**src/rtl/pipeline_control_unit.sv**
```systemverilog
// Pipeline control for an in-order pipeline: per-stage stall/flush, fetch PC and
// redirect-source selects, commit write enable, CSR/fence serialization FSM and perf counters.
module pipeline_control_unit #(
  parameter int NUM_STAGES     = 5,
  parameter int JAL_STAGE      = 1,
  parameter int RESTART_CYCLES = 1,
  parameter int CNT_W          = 32
) (
  input  logic                  clk_i,
  input  logic                  rstn_i,
  input  logic                  valid_fetch_i,
  input  logic [NUM_STAGES-1:0] stage_stall_req_i,
  input  logic [NUM_STAGES-2:0] serialize_req_i,
  input  logic                  dec_jal_i,
  input  logic                  cmt_valid_i,
  input  logic                  cmt_xcpt_i,
  input  logic                  cmt_branch_taken_i,
  input  logic                  cmt_ecall_i,
  input  logic                  cmt_serial_i,
  input  logic                  cmt_write_enable_i,
  input  logic                  csr_eret_i,
  input  logic                  csr_xcpt_i,
  input  logic                  csr_stall_i,
  output logic [NUM_STAGES-1:0] stall_o,
  output logic [NUM_STAGES-1:0] flush_o,
  output logic [1:0]            next_pc_sel_o,
  output logic [1:0]            sel_addr_if_o,
  output logic                  rf_write_enable_o,
  output logic                  serializing_o,
  output logic [1:0]            dbg_state_o,
  output logic [CNT_W-1:0]      redirect_cnt_o,
  output logic [CNT_W-1:0]      stall_cnt_o
);

  typedef enum logic [1:0] {
    ST_RUN     = 2'd0,
    ST_DRAIN   = 2'd1,
    ST_RESTART = 2'd2
  } state_t;

  localparam logic [3:0] RESTART_LEN = RESTART_CYCLES[3:0];
  localparam logic [1:0] PC_HOLD = 2'd0, PC_INC = 2'd1, PC_JUMP = 2'd2;
  localparam logic [1:0] ADDR_DECODE = 2'd0, ADDR_COMMIT = 2'd1, ADDR_CSR = 2'd2;

  state_t                state_q, state_d;
  logic [3:0]            rcnt_q, rcnt_d;
  logic                  csr_redir, redir, jal_taken, any_serial, running, acc;
  logic [NUM_STAGES-1:0] stall_raw, flush_v, stall_v;

  assign csr_redir  = csr_eret_i | csr_xcpt_i | (cmt_valid_i & (cmt_xcpt_i | cmt_ecall_i));
  assign redir      = csr_redir | (cmt_valid_i & cmt_branch_taken_i);
  assign any_serial = |serialize_req_i;
  assign running    = (state_q == ST_RUN);

  // A stalled stage holds every stage behind it; commit never stalls.
  always_comb begin
    stall_raw = '0;
    acc       = 1'b0;
    for (int j = NUM_STAGES - 1; j >= 0; j--) begin
      acc = acc | stage_stall_req_i[j];
      if (j < NUM_STAGES - 1) stall_raw[j] = csr_stall_i | acc;
    end
  end

  assign jal_taken = dec_jal_i & ~stall_raw[JAL_STAGE] & running & ~redir;

  always_comb begin
    flush_v = '0;
    if (redir) flush_v = {1'b0, {(NUM_STAGES-1){1'b1}}};
    else if (!running || any_serial || jal_taken) flush_v[0] = 1'b1;
    stall_v = stall_raw & ~flush_v;
  end

  always_comb begin
    stall_o           = stall_v;
    flush_o           = flush_v;
    next_pc_sel_o     = PC_INC;
    sel_addr_if_o     = ADDR_DECODE;
    rf_write_enable_o = cmt_valid_i & cmt_write_enable_i & ~cmt_xcpt_i & ~csr_xcpt_i;
    serializing_o     = ~running;
    if (redir || jal_taken) next_pc_sel_o = PC_JUMP;
    else if (!valid_fetch_i || stall_raw[0] || !running || any_serial) next_pc_sel_o = PC_HOLD;
    if (csr_redir) sel_addr_if_o = ADDR_CSR;
    else if (cmt_valid_i && cmt_branch_taken_i) sel_addr_if_o = ADDR_COMMIT;
    // Reset forces a quiet front end independent of the (possibly stale) state.
    if (!rstn_i) begin
      stall_o           = '0;
      flush_o           = {1'b0, {(NUM_STAGES-1){1'b1}}};
      next_pc_sel_o     = PC_HOLD;
      sel_addr_if_o     = ADDR_DECODE;
      rf_write_enable_o = 1'b0;
      serializing_o     = 1'b0;
    end
  end

  always_comb begin
    state_d = state_q;
    rcnt_d  = rcnt_q;
    if (redir) begin
      state_d = ST_RUN;
      rcnt_d  = 4'd0;
    end else begin
      case (state_q)
        ST_RUN:   if (any_serial) state_d = ST_DRAIN;
        ST_DRAIN: if (cmt_valid_i && cmt_serial_i) begin
          state_d = (RESTART_LEN == 4'd0) ? ST_RUN : ST_RESTART;
          rcnt_d  = RESTART_LEN;
        end
        ST_RESTART: begin
          if (rcnt_q <= 4'd1) begin
            state_d = ST_RUN;
            rcnt_d  = 4'd0;
          end else begin
            rcnt_d = rcnt_q - 4'd1;
          end
        end
        default: begin
          state_d = ST_RUN;
          rcnt_d  = 4'd0;
        end
      endcase
    end
  end

  always_ff @(posedge clk_i) begin
    if (!rstn_i) begin
      state_q        <= ST_RUN;
      rcnt_q         <= 4'd0;
      redirect_cnt_o <= '0;
      stall_cnt_o    <= '0;
    end else begin
      state_q <= state_d;
      rcnt_q  <= rcnt_d;
      if (redir && (redirect_cnt_o != {CNT_W{1'b1}})) redirect_cnt_o <= redirect_cnt_o + 1'b1;
      if ((stall_v[0] || !running) && (stall_cnt_o != {CNT_W{1'b1}}))
        stall_cnt_o <= stall_cnt_o + 1'b1;
    end
  end

  assign dbg_state_o = state_q;

endmodule

```
**config.mk**
```make
export PLATFORM = sky130hd
export DESIGN_NAME = pipeline_control_unit
export DESIGN_NICKNAME = d
export VERILOG_FILES = /design/src/rtl/pipeline_control_unit.sv
export SDC_FILE = /design/constraint.sdc
export NUM_CORES = 1
export LEC_CHECK = 0
export CELL_PAD_IN_SITES_DETAIL_PLACEMENT = 1
export CELL_PAD_IN_SITES_GLOBAL_PLACEMENT = 1
export CORE_MARGIN = 5
export CORE_UTILIZATION = 32
export DETAILED_ROUTE_END_ITERATION = 7
export PLACE_DENSITY = 0.74
export SYNTH_ARGS = -nofsm -noshare
export SYNTH_HDL_FRONTEND = slang
export SYNTH_SLANG_ARGS = --single-unit
```
**constraint.sdc**
```tcl
create_clock -name clk_i -period 2.05 [get_ports clk_i]
set_input_delay 0.41 -clock clk_i [delete_from_list [all_inputs] [get_ports clk_i]]
set_output_delay 0.41 -clock clk_i [all_outputs]
set_load 0.05 [all_outputs]
```
; ---- After elaboration in Yosys (flattened, before gate mapping)
; Index checks and enable logic that the tools add are counted.
[op_classes]
eq_ne = 7
n_bitwise = 28
addsub = 3
magnitude_cmp = 1
n_mux = 20
reduce_logical = 18
[op_table]
columns = op, n
row1 = 32-bit by 1-bit adder with 32-bit output (second input constant), 2
row2 = 32-bit != test (second input constant), 2
row3 = 2-bit 2-to-1 mux, 7
row4 = 1-bit bitwise OR, 12
row5 = 4-bit one-hot mux with 3 select lines, 1
row6 = 5-bit 2-to-1 mux, 2
row7 = 1-bit bitwise AND, 8
row8 = 4-bit 2-to-1 mux, 2
row9 = 1-bit logical OR, 7
row10 = 1-bit 2-to-1 mux, 6
row11 = 2-bit != test (second input constant), 3
row12 = 1-bit inverter, 6
row13 = 2-bit one-hot mux with 3 select lines, 1
row14 = 4-bit by 5-bit bitwise AND with 5-bit output, 1
row15 = 5-bit inverter, 1
row16 = 4-bit by 1-bit less-or-equal comparator with 1-bit output (second input constant), 1
row17 = 1-bit logical AND, 4
row18 = 4-bit OR reduction, 1
row19 = 4-bit by 1-bit subtractor with 4-bit output (second input constant), 1
row20 = 3-bit 2-to-1 mux, 1
row21 = 3-bit AND reduction, 1
row22 = 2-bit by 1-bit == test with 1-bit output (second input constant), 1
row23 = 2-bit == test (second input constant), 1
row24 = 1-bit zero test, 2
row25 = 3 further kinds, 3
[totals]
in_bits = 22
wordCells = 81
ff_bits = 70
output_inout_bits = 82

; ---- Depth between registers and ports, before layout
[logic_depth]
word_depth = 15
mapped_depth = 9
mapped_depth_nobuf = 7

; ---- Worst setup path before layout
; OpenSTA, ideal clock, no wires.
[synth_timing]
path_kind = in2out
start = input rstn_i
end = output sel_addr_if_o[0]
stages = 4
t_required_ns = 1.640
t_arrival_ns = 2.742
setup_slack_ns = -1.102
path_cell_list = clkbuf_1 clkbuf_1 nand3_1 nor4b_1
[synth_via]
elab_chain_cells = 1
[synth_lines]
columns = item, line
row1 = from (decl), 10  ; input logic rstn_i,
row2 = 2-bit 2-to-1 mux, 86  ; if (!rstn_i) begin
row3 = to (decl), 27  ; output logic [1:0] sel_addr_if_o,
; Every way passes these cells.

; ---- Worst setup path in the final report
[layout_timing]
start = register state_q[0], in the netlist dbg_state_o[0]
end = output next_pc_sel_o[0]
[layout_via]
elab_chain_cells = 7
elab_cells_between_ends = 10
classes_between = mux: 3 / bitwise: 2 / reduce/logical: 5
[layout_lines]
columns = item, line
row1 = from (decl), 45  ; state_t state_q, state_d;
row2 = from (signal assigned), 132  ; state_q <= state_d;
row3 = 2-bit zero test *, 53  ; assign running = (state_q == ST_RUN);
row4 = 1-bit zero test, 82  ; else if (!valid_fetch_i || stall_raw[0] || !running || any_serial) next_pc_sel_o = PC_HOLD;
row5 = 1-bit logical OR (2 in series), 82
row6 = 1-bit 2-to-1 mux, 82
row7 = 2-bit 2-to-1 mux *, 81  ; if (redir || jal_taken) next_pc_sel_o = PC_JUMP;
row8 = 2-bit 2-to-1 mux *, 86
row9 = to (decl), 26  ; output logic [1:0] next_pc_sel_o,
; Mark *: on every way between the ends. The rest lies on a longest branch, timed or not.

==> metrics <==
outcome finished with violations; failing checks negative setup slack; die area 0.0146 mm^2; Root Driver clkbuf_16; largest net degree at the start of global routing 27; LEAKAGE 2.76 nW; CP required 1.64 ns; H-tree Lvls 3; Num CTS Buffers 9; n_diodes 0; Ys Warns 0; worst hold margin 0.481 ns; Peak VDD IR 308 uV; area of the multi-input gates 0.00288 mm^2; Die Span X 121 um; floorplan core area 0.0121 mm^2; nets 724; fin. max-slew vios 0; Post-Synthesis Cells 488; global-route wire length before repair 25500 um; clock buffer depth 2; CTS Hold Bufs 0; Placed Area 0.00595 mm^2; crit start category flip-flop; vias per cell 5.63; sequential fraction of the synthesis area 35.6%; Slew HR 58.6%; Layout Skew 0.00800 ns; post-detail-place hpwl 10500 um; vias in the first global route 4974; vias 4884; # rows 40; clk sink count 70; CTS tree yes; CP Capture Type primary output; minimum clock period 2.18 ns; most common cell in the synthesized netlist dfxtp_1; residual DRC count 0; Synth area leader dfxtp_1; Worst-Margin Slew 0.614 ns; GR Overflow Total 0; Mapped Area 0.00394 mm^2; Final Util 58.9%; Detail Route Antenna Nets 0; Setup WS pre-CTS -0.585 ns; Setup Viol. Count Final 29; Synth cell types 52; Pwr Density 458 mW/mm^2; RSZ-0062 raised after global routing yes; final worst slack -0.129 ns; DRT Pass-1 Iters 4; Worst Hold Class flip-flop to flip-flop; Post-Syn Area per Cell 8.07 um^2; CTS clk-pin slew, worst paths 0.06 ns; GRT Util Overall 21.7%; Starting DRT DRC Count 293; CP Max Fanout 5; Seq cells post-synth 70; Max-cap violations 0; Reg area 0.00152 mm^2; PortBufs 101; Hold Fails Final Rpt 0; Worst Path Arrival 1.77 ns; asr flop ratio synth 0%; Power Total 3.25 mW; top cells by count, synth dfxtp_1, a21oi_1, nand2_1; layout cells sized above 1 42.8%; IO Pins 104; Final period util 106%; synth top area cells dfxtp_1, a21oi_1, o31ai_1; Fillers 1351; GPL Wtd Cong 0.819; drt total wl 17500 um; EDFF count, synth 0; Starting Density 32.6%; Main synth FF type dfxtp_1; WL per Instance 20.2 um; Synth top area share 35.6%; initial antenna violation count 0; critical path class flip-flop to primary output; Die Y 121 um; Worst-Skew Late Latency 0.35 ns; FMAX 459 MHz; Design Area, Final 0.00710 mm^2; Syn-to-layout area delta 80.4%
sequential cells by signal, summed over array words and instances, names as in the netlist:
name            count
rcnt_q              4
redirect_cnt_o     32
dbg_state_o         2
stall_cnt_o        32
cell type report:
cell class | count | area share, %
multi-input combinational | 380 | 40.5
sequential | 70 | 21.4
tap | 168 | 2.96
timing repair buffer | 221 | 30.6
clock buffer | 14 | 3.72
inverter | 12 | 0.705
clock inverter | 2 | 0.123
cells in the final DEF, fill, tap and decap left out, types with 10 or more instances in the layout:
cell               n
dfxtp_1           16
mux2i_1           13
buf_4            114
o31ai_1           17
nand2_1           41
dlymetal6s2s_1    14
nand2b_1          10
nand4_1           23
nand3_1           26
dfxtp_4           20
clkbuf_16         11
a21oi_2           13
buf_12            12
nor2_1            18
clkdlybuf4s50_1   49
or4_1             13
or3_1             23
o21ai_0           25
a21oi_1           37
dfxtp_2           34
or4_4             12
cells by family after synthesis:
logic type | Yosys count | share of synthesized area, %
AND/OR/NAND/NOR | 232 | 33.4
XOR/XNOR | 4 | 0.890
buffers and inverters | 40 | 5.34
adder cells (fa/ha/maj) | 8 | 2.54
other | 1 | 0.0952
multiplexers | 13 | 3.30
AO/OA/AOI/OAI | 120 | 18.8
flip-flops | 70 | 35.6
power by group:
group	internal [mW]	leakage (nW)	switching (mW)	total (mW)
clock network	0.881	0.134	0.611	1.49
logic	0.176	2.03	0.228	0.404
registers	1.34	0.597	0.0118	1.36
total	2.40	2.76	0.851	3.25
layer usage:
metal	GRT usage (%)	share of wire [%]	up-vias
li1	-	-	2266
met1	25.5	40	2405
met2	37.9	51	168
met3	6.20	6.6	45
met4	7.29	2.9	0
met5	0	0	-
critical path, stage by stage (launching register included):
cell and delay [ns]:
dfxtp_4 0.36, inv_4 0.04, ha_4 0.17, and3_4 0.16, or3_4 0.41, nor2_4 0.14
buf_12 0.14
timing repair:
item                                    4_1_cts  5_1_grt
endpoints found under the setup margin       66       63
resized for setup                            82       65
buffers inserted                             12       20
pin swaps                                    26       34
gates cloned                                  5        3
per-stage QoR:
step | std cells | TNS (ns)
floorplan | 489 | -0.111
global placement | 813 | -23.85
detailed placement | 813 | -29.35
CTS | 846 | -2.86
global route | 867 | -3.57
finish | 867 | -1.58
path summary, 6_finish.rpt:
kind,start,endpoint,slack (ns),depth (start not counted)
setup / recovery,dbg_state_o[0],next_pc_sel_o[0],-0.13,6
hold / removal,redirect_cnt_o[13],redirect_cnt_o[13],0.48,2
hold reg to reg,redirect_cnt_o[13],redirect_cnt_o[13],0.48,2
setup reg to reg,dbg_state_o[0],stall_cnt_o[14],-0.10,8
No activity file was read; power rests on OpenSTA's default activity.
